[src/rtl/rv_fetch_stage.sv]
// rv_fetch_stage: PC sequencer and instruction buffer feeding decode.
// Credit-limited fetch with redirect flush and in-order response tagging.
module rv_fetch_stage #(
  parameter logic [31:0] RESET_PC = 32'h0000_0000,
  parameter int unsigned DEPTH    = 2
) (
  input  logic        clk,
  input  logic        rst,
  output logic        imem_req_valid,
  input  logic        imem_req_ready,
  output logic [31:0] imem_addr,
  input  logic        imem_rsp_valid,
  input  logic [31:0] imem_rsp_data,
  input  logic        redirect_valid,
  input  logic [31:0] redirect_pc,
  output logic        if_valid,
  input  logic        if_ready,
  output logic [31:0] if_instr,
  output logic [31:0] if_pc,
  output logic        err_rsp
);

  localparam int unsigned PW = (DEPTH > 1) ? $clog2(DEPTH) : 1;
  localparam int unsigned CW = $clog2(DEPTH + 1);
  localparam logic [CW:0] DEPTH_C = (CW + 1)'(DEPTH);

  logic [31:0]   pc_q, pc_d;
  logic [31:0]   rsp_pc_q, rsp_pc_d;
  logic [CW-1:0] cnt_q, cnt_d;
  logic [CW-1:0] outst_q, outst_d;
  logic [CW-1:0] drop_q, drop_d;
  logic [PW-1:0] wr_q, wr_d;
  logic [PW-1:0] rd_q, rd_d;
  logic          err_q, err_d;

  logic [31:0] instr_mem [DEPTH];
  logic [31:0] pc_mem    [DEPTH];

  logic        accept;
  logic        pop;
  logic        push;
  logic        drop_rsp;
  logic        spur;
  logic [31:0] target;
  logic [CW:0] used;

  assign target   = redirect_pc & ~32'h3;
  assign used     = {1'b0, cnt_q} + {1'b0, outst_q};

  assign imem_req_valid = !rst && (used < DEPTH_C);
  assign imem_addr      = pc_q;
  assign accept         = imem_req_valid & imem_req_ready;

  assign drop_rsp = imem_rsp_valid && (drop_q != '0);
  assign push     = imem_rsp_valid && (drop_q == '0)
                    && (outst_q != '0);
  assign spur     = imem_rsp_valid && (outst_q == '0);

  assign if_valid = (cnt_q != '0);
  assign pop      = if_valid & if_ready;
  assign if_instr = instr_mem[rd_q];
  assign if_pc    = pc_mem[rd_q];
  assign err_rsp  = err_q;

  // next-state for PC, counters and buffer pointers; redirect wins
  always_comb begin
    pc_d     = pc_q;
    rsp_pc_d = rsp_pc_q;
    cnt_d    = cnt_q;
    outst_d  = outst_q;
    drop_d   = drop_q;
    wr_d     = wr_q;
    rd_d     = rd_q;
    err_d    = err_q | spur;
    if (accept) begin
      pc_d    = pc_q + 32'd4;
      outst_d = outst_d + CW'(1);
    end
    if (drop_rsp || push) begin
      outst_d = outst_d - CW'(1);
    end
    if (drop_rsp) begin
      drop_d = drop_q - CW'(1);
    end
    if (push) begin
      rsp_pc_d = rsp_pc_q + 32'd4;
      wr_d     = wr_q + PW'(1);
      cnt_d    = cnt_d + CW'(1);
    end
    if (pop) begin
      rd_d  = rd_q + PW'(1);
      cnt_d = cnt_d - CW'(1);
    end
    if (redirect_valid) begin
      pc_d     = target;
      rsp_pc_d = target;
      cnt_d    = '0;
      wr_d     = '0;
      rd_d     = '0;
      drop_d   = outst_d;
    end
  end

  // control state register with synchronous reset
  always_ff @(posedge clk) begin
    if (rst) begin
      pc_q     <= RESET_PC & ~32'h3;
      rsp_pc_q <= RESET_PC & ~32'h3;
      cnt_q    <= '0;
      outst_q  <= '0;
      drop_q   <= '0;
      wr_q     <= '0;
      rd_q     <= '0;
      err_q    <= 1'b0;
    end else begin
      pc_q     <= pc_d;
      rsp_pc_q <= rsp_pc_d;
      cnt_q    <= cnt_d;
      outst_q  <= outst_d;
      drop_q   <= drop_d;
      wr_q     <= wr_d;
      rd_q     <= rd_d;
      err_q    <= err_d;
    end
  end

  // buffer storage; contents are don't-care until written
  always_ff @(posedge clk) begin
    if (push && !redirect_valid && !rst) begin
      instr_mem[wr_q] <= imem_rsp_data;
      pc_mem[wr_q]    <= rsp_pc_q;
    end
  end

endmodule

[config.mk]
export PLATFORM = sky130hd
export DESIGN_NAME = rv_fetch_stage
export DESIGN_NICKNAME = d
export VERILOG_FILES = /design/src/rtl/rv_fetch_stage.sv
export SDC_FILE = /design/constraint.sdc
export NUM_CORES = 1
export LEC_CHECK = 0
export BUFFER_PORTS_ARGS = -buffer_cell sky130_fd_sc_hd__buf_2
export CORE_MARGIN = 4
export CORE_UTILIZATION = 40
export DETAILED_ROUTE_END_ITERATION = 6
export SLEW_MARGIN = 25
export SYNTH_ARGS = -nofsm -noshare
export SYNTH_HDL_FRONTEND = slang
export SYNTH_SLANG_ARGS = --single-unit
[constraint.sdc]
create_clock -name clk -period 7.9 [get_ports clk]
set_input_delay 0.395 -clock clk [delete_from_list [all_inputs] [get_ports clk]]
set_output_delay 0.395 -clock clk [all_outputs]
set_load 0.02 [all_outputs]
Word-level counts from Yosys, hierarchy flattened. Memory sizes are Yosys's and may differ from the RTL's. A register that Yosys moved wholly into a read port is not among the register bits. Index checks and enable logic that the tools add are counted.

Bits in registers: 73. RAM bits: 128. Output and inout port bits: 99. Logic and storage cells: 61. Memories kept: 2.

Add/sub/neg operators: 10. Magnitude comparators: 1. Muxes and demuxes: 16. Bitwise operators: 3. Reduce and logical (&&, ||, !) cells: 19.

Memory list: instr_mem (depth 2, width 32, rd ports 1, clocked after Yosys merged registers in 1, wr ports 1, line 36) `logic [31:0] instr_mem [DEPTH];`; pc_mem (depth 2, width 32, rd ports 1, clocked after Yosys merged registers in 1, wr ports 1, line 37) `logic [31:0] pc_mem [DEPTH];`.

Operators by type and width (count): 32-bit two-way mux (4); 32-bit by 3-bit adder with 32-bit output, second input constant (2); 2-bit two-way mux (6); 2-bit nonzero test (6); 1-bit logical AND (7); 1-bit two-way mux (6); 2-bit by 1-bit subtractor with 2-bit output, second input constant (3); 2-bit by 1-bit adder with 2-bit output, second input constant (2); 2-bit zero test (2); 2-bit by 2-bit adder with 3-bit output (1); 3-bit by 2-bit < comparator with 1-bit output, second input constant (1); 1-bit adder, second input constant (2); 1-bit bitwise AND (2); 1-bit zero test (2); 2-bit OR reduction (1); 1-bit logical OR (1); 1-bit OR (1).

Longest topological paths before layout.
Depth after elaboration: 8. Depth in mapped cells: 8.

Worst setup path after synthesis. OpenSTA, ideal clock, no wires.

Path kind: register to register. Start point: register outst_q[1]. End point: memory instr_mem[0][0], enable pin. Library setup time: 0.558 ns. Arrival time: 5.329 ns. Data required time: 7.342 ns. Setup slack: 2.013 ns. Cell stages (with the launch flop): 6. Path buffers: 1. Clock period less this slack: 5.887 ns. Cell sequence: dfxtp_1 > inv_1 > ha_1 > nand3b_1 > clkbuf_1 > nor3_1.

Longest elaborated chain between the ends: 6.

RTL lines: start, declared (line 30) `logic [CW-1:0] outst_q, outst_d;`; start signal, assigned (line 119) `outst_q <= outst_d;`; 2-bit nonzero test (line 56) `&& (outst_q != '0);`; 1-bit logical AND (line 56); 1-bit logical AND (2 in a row) (line 129) `if (push && !redirect_valid && !rst) begin`; 1-bit two-way mux (line 129); 1-bit two-way mux (implied by the code) (line 130) `instr_mem[wr_q] <= imem_rsp_data;`; end, declared (line 36).

No other way between the ends.

Worst setup path after layout.
Start point: register cnt_q[0]. End point: register pc_q[16], in the netlist imem_addr[16].

Longest elaborated chain between the ends: 5.

RTL lines: start, declared (line 29) `logic [CW-1:0] cnt_q, cnt_d;`; start signal, assigned (line 118) `cnt_q <= cnt_d;`; 2-bit by 2-bit adder with 3-bit output (line 48) `assign used = {1'b0, cnt_q} + {1'b0, outst_q};`; 3-bit by 2-bit < comparator with 1-bit output (line 50) `assign imem_req_valid = !rst && (used < DEPTH_C);`; 1-bit logical AND (line 50); 1-bit bitwise AND (line 52) `assign accept = imem_req_valid & imem_req_ready;`; 2-bit nonzero test (no line); end signal, assigned (line 107) `pc_q <= RESET_PC & ~32'h3;`; end signal, assigned (line 116) `pc_q <= pc_d;`; end, declared (line 27) `logic [31:0] pc_q, pc_d;`.

No other way between the ends. A chain may end at the register's enable or synchronous reset.

==> metrics.md <==
| Metric | Value |
|---|---|
| Status | complete, no violations |
| RD Place Congestion | 0.806 |
| Grt ovf | 0 |
| DR pass1 iterations | 5 |
| Clk_skew | 0.0121 ns |
| Top post-synthesis cells by area | edfxtp_1 (44%), dfxtp_1 (17%), mux2_2 (8.3%) |
| Final TNS setup | 0 ns |
| Clock sinks | 194 |
| Met1 wire length | 9.66 mm |
| CP max-delay cell | or4_1 |
| Worst-path cell chain | inv_1, nor2_1, fa_1, nor4b_4, buf_4, nand4_1, or4_1, a31oi_1 |
| Max-slew headroom | 42.8% |
| Average size of a mapped cell | 12.4 µm² |
| Worst setup path start | cnt_q[0] |
| Layout cell share with drive strength beyond 1 | 32.3% |
| Initial antenna violation count | 0 |
| RSZ-0062 raised after global routing | no |
| Reg2Reg Setup Slack | 4.87 ns |
| Max Slew Vio Count | 0 |
| Post-synth top cells | edfxtp_1 (124), dfxtp_1 (70), mux2_2 (62) |
| CTS Hold Bufs | 0 |
| Met2 routed wirelength | 8.58 mm |
| Post-CTS setup buffer count | 0 |
| WL final | 19.8 mm |
| GRT Util Overall | 16.7% |
| Worst-Margin Slew | 0.851 ns |
| Clock transition at path regs | 0.07 ns |
| IO Pins | 169 |
| I/O Buffers | 162 |
| Worst Setup EP | imem_addr[16] |
| Seq/Total Area, Yosys | 60.6% |
| Starting Density | 41.3% |
| Count leader, synth | edfxtp_1 |
| Highest Clock Rate | 330 MHz |
| Die W | 153 µm |
| Leakage | 3.59 nW |
| Vias in the first global route | 5774 |
| Share of the synthesized area in the top cell type | 44.0% |
| Ant. Diodes | 0 |
| CP Capture Type | flop |
| Core area | 20500 µm² |
| Worst Reg-to-Reg Cells | 8 |
| Drt drc | 0 |
| CTS HTree Levels | 4 |
| Placement Rows | 52 |
| Fraction of registers with async set/reset | 0% |
| Fillcell total | 1902 |
| Peak fanout along the critical path | 16 |
| Post-route ant nets | 0 |
| Type of the worst min-delay path | in2reg |
| Worst skew pair latency | 0.43 ns |
| Maxcap violations | 0 |
| Mapped Area | 8460 µm² |
| Fin. Hold Viols | 0 |
| Number of synthesized flops with an enable pin | 124 |
| Die Y | 153 µm |
| Final HPWL DP | 13.4 mm |
| Crit start category | flop |
| Die area | 23500 µm² |
| Crit path required time | 8.26 ns |
| CTS Buffer Depth | 2 |
| WS Path Type | reg2reg |
| Max incr delay on CP | 0.65 ns |
| Met3 WL | 1.36 mm |
| Power Density | 231 nW/µm² |
| Avg WL per Cell | 17.8 µm |
| Worst path arrival time | 3.39 ns |
| Origin of the critical flop-to-flop path | cnt_q[0] |
| Worst VDD drop | 0.000139 V |
| Post-synth top flop | edfxtp_1 |
| Cell variety after synth | 52 |
| Post-cts sizing count | 0 |
| Crit path time final | 3.03 ns |
| Post-placement cell count | 1080 |
| CTS tree | done |
| Area growth, synth to finish | 19.2% |
| Period utilisation layout | 38.3% |
| Nets@finish | 905 |
| Ys Warns | 0 |
| DR vias/cell | 5.41 |
| Final cell count without fillers | 1112 |
| Mapped Cells | 682 |
| Via count | 6019 |
| Seq cells post-synth | 194 |
| Setup violators final | 0 |
| R2R Path End | imem_addr[16] |
| Largest net degree at the start of global routing | 63 |
| TritonCTS Buffers | 17 |
| Area leader, netlist | edfxtp_1 |
| Top Layer Used | met4 |
| Root Buffer Master | clkbuf_16 |
| First-pass GRT wire length | 31.3 mm |
| 1st-iter DRT viols | 391 |
==> per-layer routing <==
| metal | vias up | global-route usage, % |
|---|---|---|
| met5 | - | 0 |
| met4 | 0 | 4.75 |
| met3 | 14 | 3.76 |
| met2 | 227 | 24.6 |
| met1 | 2878 | 24.7 |
| li1 | 2900 | - |
==> sequential cells by signal, indices dropped and copies added, names as in the netlist, named ones only <==
register / flops
cnt_q: 2
drop_q: 2
err_rsp: 1
imem_addr: 30
instr_mem: 64
outst_q: 2
pc_mem: 60
rd_q: 1
rsp_pc_q: 30
wr_q: 1
==> through the flow <==
step                      util, %  worst slack [ns]  hold slack, ns  power (W)  cell area [µm²]
after CTS                    49.2              4.88           0.135    0.00236            10100
after global routing         49.2              4.63           0.137    0.00244            10100
after global placement       46.3              4.92           0.451    0.00150             9490
final                        49.2              4.87           0.156    0.00233            10100
after detailed placement     46.3              4.91           0.461    0.00151             9490
after floorplan                 -              2.01           0.424    0.00141             8470
==> cells by family after synthesis <==
group | count (synthesis) | synth area share (%)
compound gates | 139 | 11.6
xor+xnor | 24 | 2.48
fa+ha+maj | 6 | 0.976
buf+inv | 76 | 3.59
flops | 194 | 60.6
mux | 62 | 8.25
other cells | 1 | 0.0443
simple gates | 180 | 12.4
==> cell type report <==
cell class / count / area (µm²) / share of cell area [%]
Tap cell: 270 / 338 / 3.35
Clock buffer: 24 / 527 / 5.23
Multi-Input combinational cell: 415 / 3050 / 30.2
Sequential cell: 194 / 5130 / 50.9
Timing Repair Buffer: 168 / 856 / 8.49
Inverter: 33 / 124 / 1.23
Clock inverter: 8 / 62.6 / 0.621
==> worst min-delay path by stage <==
| stage | startpoint | endpoint | slack [ns] | depth (start not counted) |
|---|---|---|---|---|
| after floorplan | rsp_pc_q[10] | pc_mem[0][10] | 0.42 | 0 |
| after global placement | err_rsp | err_rsp | 0.45 | 2 |
| after detailed placement | err_rsp | err_rsp | 0.46 | 2 |
| after CTS | imem_rsp_data[13] | instr_mem[1][13] | 0.14 | 1 |
| after global routing | imem_rsp_data[19] | instr_mem[0][19] | 0.14 | 1 |
| final | imem_rsp_data[18] | instr_mem[0][18] | 0.16 | 1 |
==> critical path, delay by kind of cell (launching register included) <==
| family | cells | cell delay [ns] |
|---|---|---|
| compound gates | 1 | 0.16 |
| fa+ha+maj | 1 | 0.48 |
| buf+inv | 2 | 0.36 |
| flops | 1 | 0.38 |
| simple gates | 4 | 1.57 |
==> cell usage in the layout, fill, tap and decap left out, drive strengths merged, types with 14 or more instances in the layout <==
cell type and n:
edfxtp 124, a21boi 15, nor3 14, nand4 22, inv 37, nand2 31, nor4 18, dfxtp 70
nand3 20, clkbuf 24, mux2 62, a31oi 20, xnor2 15, nor2 18, or4 18, buf 168
o31a 25, a21oi 22
==> power by group <==
| part | total (W) | switching (W) | internal (W) |
|---|---|---|---|
| sequential | 0.00118 | 0.0000483 | 0.00113 |
| clock | 0.000847 | 0.000372 | 0.000474 |
| combinational | 0.000303 | 0.000182 | 0.000121 |
No activity file was read; power rests on OpenSTA's default activity.
